$ cat src/rtl/cb_pkg.sv
// Shared constants, state encoding and CRC-24B step
// for the code block segmentation/desegmentation pair.
package cb_pkg;

  localparam int LARGE_BYTES = 768;
  localparam int SMALL_BYTES = 132;
  localparam int CRC_BYTES   = 3;

  localparam logic [23:0] CRC24B_POLY = 24'h800063;

  typedef enum logic [2:0] {
    IDLE,
    FILL,
    DATA,
    CRC,
    CHECK
  } state_t;

  function automatic logic [23:0] crc24b_upd(
    input logic [23:0] c,
    input logic [7:0]  b
  );
    logic [23:0] r;
    r = c;
    for (int i = 7; i >= 0; i--) begin
      if (r[23] ^ b[i])
        r = {r[22:0], 1'b0} ^ CRC24B_POLY;
      else
        r = {r[22:0], 1'b0};
    end
    return r;
  endfunction

endpackage

$ cat src/rtl/cb_desegment_if.sv
// Byte-serial code block input and reassembled
// transport block write-request output.
interface cb_desegment_if;

  logic       cb_start;
  logic       cb_size;
  logic [5:0] cb_filler;
  logic       cb_crc_en;
  logic       cb_last;
  logic [7:0] cb_data;
  logic       cb_valid;
  logic       cb_ready;
  logic       tb_full;
  logic [7:0] tb_data;
  logic       tb_wreq;
  logic       tb_first;
  logic       tb_last;
  logic       crc_done;
  logic       crc_ok;
  logic       tb_err;
  logic       proto_err;

  modport slave (
    input  cb_start, cb_size, cb_filler,
    input  cb_crc_en, cb_last, cb_data,
    input  cb_valid, tb_full,
    output cb_ready, tb_data, tb_wreq,
    output tb_first, tb_last, crc_done,
    output crc_ok, tb_err, proto_err
  );

  modport master (
    output cb_start, cb_size, cb_filler,
    output cb_crc_en, cb_last, cb_data,
    output cb_valid, tb_full,
    input  cb_ready, tb_data, tb_wreq,
    input  tb_first, tb_last, crc_done,
    input  crc_ok, tb_err, proto_err
  );

endinterface

$ cat src/rtl/crc24b_byte.sv
// Byte-wide CRC-24B accumulator, init 0, MSB first.
// Shared with the segmentation encoder.
module crc24b_byte
  import cb_pkg::*;
(
  input  logic        clk,
  input  logic        reset,
  input  logic        clear,
  input  logic        en,
  input  logic [7:0]  data,
  output logic [23:0] crc
);

  logic [23:0] base;

  assign base = clear ? '0 : crc;

  // clear restarts from zero; a coincident byte folds in on top
  always_ff @(posedge clk or posedge reset) begin
    if (reset)
      crc <= '0;
    else if (en)
      crc <= crc24b_upd(base, data);
    else if (clear)
      crc <= '0;
  end

endmodule

$ cat src/rtl/cb_desegment.sv
// Strips filler and CB CRCs from a code block stream,
// rebuilds the TB byte stream and checks each CB CRC.
module cb_desegment
  import cb_pkg::*;
(
  input logic       clk,
  input logic       reset,
  cb_desegment_if.slave bus
);

  state_t      st, nst;
  logic [9:0]  cnt, ncnt;
  logic [9:0]  fill_r, pay_r;
  logic        crcen_r, last_r;
  logic [23:0] rx, crc;
  logic        next_first, cur_first;

  logic        xfer, hdr, busy;
  logic [9:0]  h_len, h_fill, h_pay;
  logic        h_bad, proto, chk_fail;
  state_t      e_st;
  logic [9:0]  e_cnt, e_fill, e_pay;
  logic        e_crcen, e_last, first_now;
  logic        fwd, fin, feed, rx_en;

  assign bus.cb_ready = ~bus.tb_full;

  assign xfer  = bus.cb_valid & ~bus.tb_full;
  assign hdr   = xfer & bus.cb_start;
  assign busy  = (st == FILL) || (st == DATA) ||
                 (st == CRC);

  assign h_len  = bus.cb_size ? 10'(LARGE_BYTES)
                              : 10'(SMALL_BYTES);
  assign h_fill = {4'd0, bus.cb_filler};
  assign h_pay  = h_len - h_fill -
                  (bus.cb_crc_en ? 10'(CRC_BYTES) : 10'd0);
  assign h_bad  = h_fill > (h_len - 10'(CRC_BYTES));

  // CHECK lasts one cycle and accepts a back-to-back header
  // like IDLE, so consecutive CBs are not flagged.
  assign proto = (hdr & busy) | (hdr & h_bad) |
                 (xfer & ~bus.cb_start & ~busy);

  assign chk_fail = (st == CHECK) && (rx != crc);

  // a header byte is processed as byte 0 of its first state
  assign e_st    = hdr ? (h_bad ? IDLE :
                   (h_fill != 0 ? FILL : DATA)) : st;
  assign e_cnt   = hdr ? 10'd0 : cnt;
  assign e_fill  = hdr ? h_fill : fill_r;
  assign e_pay   = hdr ? h_pay : pay_r;
  assign e_crcen = hdr ? bus.cb_crc_en : crcen_r;
  assign e_last  = hdr ? bus.cb_last : last_r;

  assign first_now = hdr ? next_first : cur_first;

  // next state, counter and per-byte actions
  always_comb begin
    nst   = (st == CHECK) ? IDLE : st;
    ncnt  = cnt;
    fwd   = 1'b0;
    fin   = 1'b0;
    feed  = 1'b0;
    rx_en = 1'b0;
    if (hdr) begin
      nst  = e_st;
      ncnt = '0;
    end
    unique case (1'b1)
      xfer && (e_st == FILL): begin
        feed = 1'b1;
        if (e_cnt == e_fill - 10'd1) begin
          nst  = DATA;
          ncnt = '0;
        end else begin
          ncnt = e_cnt + 10'd1;
        end
      end
      xfer && (e_st == DATA): begin
        feed = 1'b1;
        fwd  = 1'b1;
        if (e_cnt == e_pay - 10'd1) begin
          fin  = 1'b1;
          nst  = e_crcen ? CRC : IDLE;
          ncnt = '0;
        end else begin
          ncnt = e_cnt + 10'd1;
        end
      end
      xfer && (e_st == CRC): begin
        rx_en = 1'b1;
        if (e_cnt == 10'd2) begin
          nst  = CHECK;
          ncnt = '0;
        end else begin
          ncnt = e_cnt + 10'd1;
        end
      end
      default: ;
    endcase
  end

  crc24b_byte u_crc (
    .clk   (clk),
    .reset (reset),
    .clear (hdr),
    .en    (feed),
    .data  (bus.cb_data),
    .crc   (crc)
  );

  // state, header latches and registered outputs
  always_ff @(posedge clk or posedge reset) begin
    if (reset) begin
      st            <= IDLE;
      cnt           <= '0;
      fill_r        <= '0;
      pay_r         <= '0;
      crcen_r       <= 1'b0;
      last_r        <= 1'b0;
      rx            <= '0;
      next_first    <= 1'b1;
      cur_first     <= 1'b0;
      bus.tb_data   <= '0;
      bus.tb_wreq   <= 1'b0;
      bus.tb_first  <= 1'b0;
      bus.tb_last   <= 1'b0;
      bus.crc_done  <= 1'b0;
      bus.crc_ok    <= 1'b0;
      bus.tb_err    <= 1'b0;
      bus.proto_err <= 1'b0;
    end else begin
      st  <= nst;
      cnt <= ncnt;
      if (hdr) begin
        fill_r     <= h_fill;
        pay_r      <= h_pay;
        crcen_r    <= bus.cb_crc_en;
        last_r     <= bus.cb_last;
        next_first <= bus.cb_last;
      end
      cur_first <= first_now & ~fwd;
      if (rx_en)
        rx <= {rx[15:0], bus.cb_data};
      if (fwd)
        bus.tb_data <= bus.cb_data;
      bus.tb_wreq   <= fwd;
      bus.tb_first  <= fwd & first_now;
      bus.tb_last   <= fin & e_last;
      bus.crc_done  <= (st == CHECK);
      bus.crc_ok    <= (st == CHECK) && (rx == crc);
      bus.proto_err <= proto;
      bus.tb_err    <= proto | chk_fail |
                       (bus.tb_err & ~(hdr & next_first));
    end
  end

endmodule

$ cat src/flat_wrapper.sv
// flat-port wrapper written by rule: the top's interface ports become plain ports
module cb_desegment_flat import cb_pkg::*;
  (clk, reset, bus_cb_start, bus_cb_size, bus_cb_filler, bus_cb_crc_en, bus_cb_last, bus_cb_data, bus_cb_valid, bus_tb_full, bus_cb_ready, bus_tb_data, bus_tb_wreq, bus_tb_first, bus_tb_last, bus_crc_done, bus_crc_ok, bus_tb_err, bus_proto_err);
  cb_desegment_if bus_i ();
  input logic clk;
  input logic reset;
  input wire logic [$bits(bus_i.cb_start)-1:0] bus_cb_start;
  input wire logic [$bits(bus_i.cb_size)-1:0] bus_cb_size;
  input wire logic [$bits(bus_i.cb_filler)-1:0] bus_cb_filler;
  input wire logic [$bits(bus_i.cb_crc_en)-1:0] bus_cb_crc_en;
  input wire logic [$bits(bus_i.cb_last)-1:0] bus_cb_last;
  input wire logic [$bits(bus_i.cb_data)-1:0] bus_cb_data;
  input wire logic [$bits(bus_i.cb_valid)-1:0] bus_cb_valid;
  input wire logic [$bits(bus_i.tb_full)-1:0] bus_tb_full;
  output wire logic [$bits(bus_i.cb_ready)-1:0] bus_cb_ready;
  output wire logic [$bits(bus_i.tb_data)-1:0] bus_tb_data;
  output wire logic [$bits(bus_i.tb_wreq)-1:0] bus_tb_wreq;
  output wire logic [$bits(bus_i.tb_first)-1:0] bus_tb_first;
  output wire logic [$bits(bus_i.tb_last)-1:0] bus_tb_last;
  output wire logic [$bits(bus_i.crc_done)-1:0] bus_crc_done;
  output wire logic [$bits(bus_i.crc_ok)-1:0] bus_crc_ok;
  output wire logic [$bits(bus_i.tb_err)-1:0] bus_tb_err;
  output wire logic [$bits(bus_i.proto_err)-1:0] bus_proto_err;
  assign bus_i.cb_start = bus_cb_start;
  assign bus_i.cb_size = bus_cb_size;
  assign bus_i.cb_filler = bus_cb_filler;
  assign bus_i.cb_crc_en = bus_cb_crc_en;
  assign bus_i.cb_last = bus_cb_last;
  assign bus_i.cb_data = bus_cb_data;
  assign bus_i.cb_valid = bus_cb_valid;
  assign bus_i.tb_full = bus_tb_full;
  assign bus_cb_ready = bus_i.cb_ready;
  assign bus_tb_data = bus_i.tb_data;
  assign bus_tb_wreq = bus_i.tb_wreq;
  assign bus_tb_first = bus_i.tb_first;
  assign bus_tb_last = bus_i.tb_last;
  assign bus_crc_done = bus_i.crc_done;
  assign bus_crc_ok = bus_i.crc_ok;
  assign bus_tb_err = bus_i.tb_err;
  assign bus_proto_err = bus_i.proto_err;
  cb_desegment u_core (.clk(clk), .reset(reset), .bus(bus_i));
endmodule
$ cat config.mk
export PLATFORM = sky130hd
export DESIGN_NAME = cb_desegment_flat
export DESIGN_NICKNAME = d
export VERILOG_FILES = /design/src/rtl/cb_pkg.sv /design/src/rtl/cb_desegment_if.sv /design/src/rtl/crc24b_byte.sv /design/src/rtl/cb_desegment.sv /design/src/flat_wrapper.sv
export SDC_FILE = /design/constraint.sdc
export NUM_CORES = 1
export LEC_CHECK = 0
export BUFFER_PORTS_ARGS = -buffer_cell sky130_fd_sc_hd__buf_4
export CORE_UTILIZATION = 45
export CTS_CLUSTER_SIZE = 28
export DETAILED_ROUTE_END_ITERATION = 10
export PLACE_DENSITY = 0.7
export REMOVE_ABC_BUFFERS = 1
export SYNTH_ARGS = -nofsm -noshare
export SYNTH_HDL_FRONTEND = slang
export SYNTH_SLANG_ARGS = --single-unit
$ cat constraint.sdc
create_clock -name clk -period 5.61 [get_ports clk]
set_input_delay 0.561 -clock clk [delete_from_list [all_inputs] [get_ports clk]]
set_output_delay 0.561 -clock clk [all_outputs]
set_load 0.01 [all_outputs]
==> impl_metrics.py <==
metrics = {
    "cts": {
        "htreeDepth": 3,
        "cts_resized": 0,
        "cts_hold_buf": 0,
        "cts_sinks": 100,
        "path_clk_slew_ns": 0.06,
        "cts_max_path_buffers": 2,
        "cts_setup_buffers": 0,
        "cts_tree": "done",
        "cts_root_buf": "clkbuf_16",
        "clk_latency_ns": 0.35,
        "cts_buffers": 9,
    },
    "placed_design": {
        "post-dp-hpwl_um": 9560,
        "io_buffers": 37,
        "gp_congestion": 0.896,
        "place_ws_ns": 1.19,
    },
    "floorplan": {
        "boundaryPins": 38,
        "die_w_um": 118,
        "core_um2": 12800,
        "die_h_um": 118,
        "placementRows": 41,
        "die-area_um2": 13800,
        "start_util": 0.469,
    },
    "global_routing": {
        "grt_max_degree": 74,
        "grt-ovfl-total": 0,
        "grt_pass1_vias": 4635,
        "track_usage": 0.208,
        "antenna_found_initial": 0,
        "grt_pass1_wl_um": 23200,
    },
    "pwr": {
        "vdd_ir_drop_max_uv": 142,
        "share_comb_of_total_power": 0.337,
        "sw_frac_of_total": 0.352,
        "seqPwrFrac": 0.425,
        "power_mw": 2.38,
        "power.leakage_nw": 3.01,
        "p_sw_mw": 0.838,
        "internal_power_mw": 1.54,
        "pwr_density_cell_nw_per_um2": 360,
        "clkPwrFrac": 0.239,
    },
    "routing": {
        "drt_wl_total_um": 13600,
        "post_drt_wl_per_cell_um": 16.4,
        "vias": 4639,
        "drc": 0,
        "drt_iter0_drc": 315,
        "antenna_left": 0,
        "viasPerCell": 5.61,
        "first_pass_iters": 5,
    },
    "cells_and_area": {
        "fillCellCount": 1169,
        "syn2layout_area_growth_pct": 10.1,
        "n_antenna_cell": 0,
        "final_util": 0.516,
        "fin_nets": 687,
        "drive_gt1_frac": 0.168,
    },
    "critical_path": {
        "worstPathArrival_ns": 4.34,
        "slowest_delay_ns": 0.59,
        "end_kind": "flop",
        "path_buf_inv": 3,
        "path_delay_family": "compound AO/OA/AOI/OAI gates",
        "crit_path_start_kind": "input port",
        "crit_required_ns": 5.82,
        "worstPathCellList": "buf_4 > ha_1 > inv_1 > ha_1 > inv_1 > fa_1 > nand2b_1 > a21oi_2 > o221ai_2 > o32ai_1 > o21a_1 > mux2i_1 > nor4_1 > a31oi_4 > nor2_1 > o31ai_1",
        "worst_path_max_delay_cell": "nor4_1",
        "worst-setup-path-type": "input port to flop",
        "critPathMaxFanout": 9,
    },
    "sta": {
        "finalSetupViolCount": 0,
        "tns_ns": 0,
        "maxSlewViolCount": 0,
        "slew_headroom": 0.409,
        "rsz0062_at_grt": "no",
        "final-hold-violation-count": 0,
        "timing.final.crit_share": 0.737,
        "worst_slew_pin_slew_ns": 0.886,
        "timing.fmax_mhz": 242,
        "setup_slack_ns": 1.48,
        "period_needed_ns": 4.13,
        "skew_ns": 0.00798,
    },
    "run_status": {
        "status": "completed",
    },
    "synth": {
        "synth_seq_cells": 100,
        "synth_cell_types": 78,
        "synth_edf_count": 0,
        "synth-async-reset-ratio": 1.00,
        "ys.flop_type": "dfrtp_1",
        "synthCells": 631,
        "synth-seq-area-share": 0.416,
        "synth_area_per_cell_um2": 9.54,
        "syn-cell-area_um2": 6020,
        "ys_warn_count": 0,
    },
    "min_path": {
        "hold_class": "input port to async pin",
    },
    "flow_run": {
        "cap_violations": 0,
    },
}
==> layer usage <==
| metal | share of wire | vias to the layer above | GRT usage |
|---|---|---|---|
| met5 | 0 | - | 0 |
| met4 | 0.020 | 0 | 0.0873 |
| met2 | 0.46 | 115 | 0.322 |
| met1 | 0.48 | 2288 | 0.294 |
| li1 | - | 2217 | - |
| met3 | 0.044 | 19 | 0.0252 |
==> final timing paths <==
check | start | to | slack [ns] | cells after the start
setup / recovery | bus_cb_crc_en | u_core.cnt[6]$_DFF_PP0_ | 1.48 | 16
hold / removal | reset | u_core.fill_r[4]$_DFF_PP0_ | 0.20 | 2
setup reg to reg | u_core.fill_r[0]$_DFF_PP0_ | u_core.cnt[6]$_DFF_PP0_ | 2.04 | 13
hold reg to reg | u_core.next_first$_DFFE_PP1P_ | u_core.next_first$_DFFE_PP1P_ | 0.46 | 2
max in group asynchronous | reset | u_core.bus.tb_last$_DFF_PP0_ | 4.19 | 3
min in group clk | bus_cb_last | u_core.next_first$_DFFE_PP1P_ | 0.43 | 3
==> cell families after synthesis <==
logic type      after synthesis  share of synthesized area
mux                          36                     0.0668
compound gates              116                      0.129
flops                       100                      0.416
buf+inv                      61                     0.0499
fa+ha+maj                    14                     0.0304
simple gates                213                      0.175
xor+xnor                     91                      0.132
==> state kept, by name, summed over array words and instances, names as in the netlist <==
| signal | cells |
|---|---|
| u_core.u_crc.crc | 24 |
| u_core.next_first | 1 |
| u_core.bus.tb_last | 1 |
| u_core.pay_r | 10 |
| u_core.bus.proto_err | 1 |
| u_core.rx | 24 |
| u_core.bus.tb_wreq | 1 |
| u_core.bus.crc_ok | 1 |
| u_core.bus.tb_data | 8 |
| u_core.bus.tb_first | 1 |
| u_core.cur_first | 1 |
| u_core.bus.tb_err | 1 |
| u_core.fill_r | 10 |
| u_core.st | 3 |
| u_core.last_r | 1 |
| u_core.crcen_r | 1 |
| u_core.bus.crc_done | 1 |
| u_core.cnt | 10 |
==> synthesized netlist by cell type, types with 6 or more instances <==
cell type	number	area, um2
xor2_1	32	280
nor3_1	13	65.1
nor2_1	35	131
nand2_1	78	293
or3_1	6	37.5
inv_1	28	105
dfrtp_1	99	2480
a21oi_1	26	130
mux2_2	33	372
nor4_1	10	62.6
ha_1	13	163
clkbuf_1	20	75.1
nand4_1	9	56.3
nand3_1	19	95.1
xnor2_1	59	517
o21ai_0	37	185
nand2b_1	7	43.8
==> stage by stage <==
stage / instance area [um2] / hold slack (ns) / std cells
after floorplan: 5820 / 0.434 / 598
after global placement: 6360 / 0.449 / 812
after detailed placement: 6360 / 0.459 / 812
after CTS: 6620 / 0.212 / 827
after global routing: 6620 / 0.231 / 827
final: 6620 / 0.203 / 827
==> final cells by class <==
class	instances	area (um2)	area share
Multi-Input combinational cell	470	3220	0.486
Sequential cell	100	2500	0.378
Timing Repair Buffer	42	315	0.0476
Clock buffer	10	229	0.0346
Tap cell	172	215	0.0325
Inverter	28	108	0.0162
Clock inverter	5	35.0	0.00529
==> cell usage in the layout (no fill, tap or decap), drive strengths merged, types with 7 or more instances in the layout <==
| cell | instances |
|---|---|
| nor2 | 35 |
| inv | 30 |
| ha | 13 |
| nor3 | 13 |
| a21oi | 27 |
| mux2 | 33 |
| xor2 | 32 |
| nand4 | 9 |
| nand2 | 78 |
| nand3 | 19 |
| o21ai | 39 |
| buf | 42 |
| nand2b | 7 |
| and2 | 7 |
| nor4 | 10 |
| dfrtp | 99 |
| clkbuf | 10 |
| or3 | 7 |
| xnor2 | 59 |
==> worst register-to-register path: stages (launching register included) <==
cell and delay, ns:
dfrtp_1 0.45, nand2_1 0.08, a21boi_0 0.26, ha_1 0.39
nand2b_1 0.13, or3_1 0.31, a211oi_1 0.26, o2111ai_1 0.15
nor4_1 0.38, o21a_2 0.22, and2_2 0.18, a31oi_4 0.07
nor2_1 0.41, o31ai_1 0.16
==> power groups by stage <==
| stage | Combinational [mW] | Clock [mW] | Sequential [mW] |
|---|---|---|---|
| after floorplan | 0.599 | 0 | 0.994 |
| after global placement | 0.770 | 0 | 1.02 |
| after detailed placement | 0.791 | 0 | 1.02 |
| after CTS | 0.803 | 0.583 | 1.01 |
| after global routing | 0.898 | 0.611 | 1.03 |
| final | 0.802 | 0.569 | 1.01 |
(Power assumes the default switching activity.)
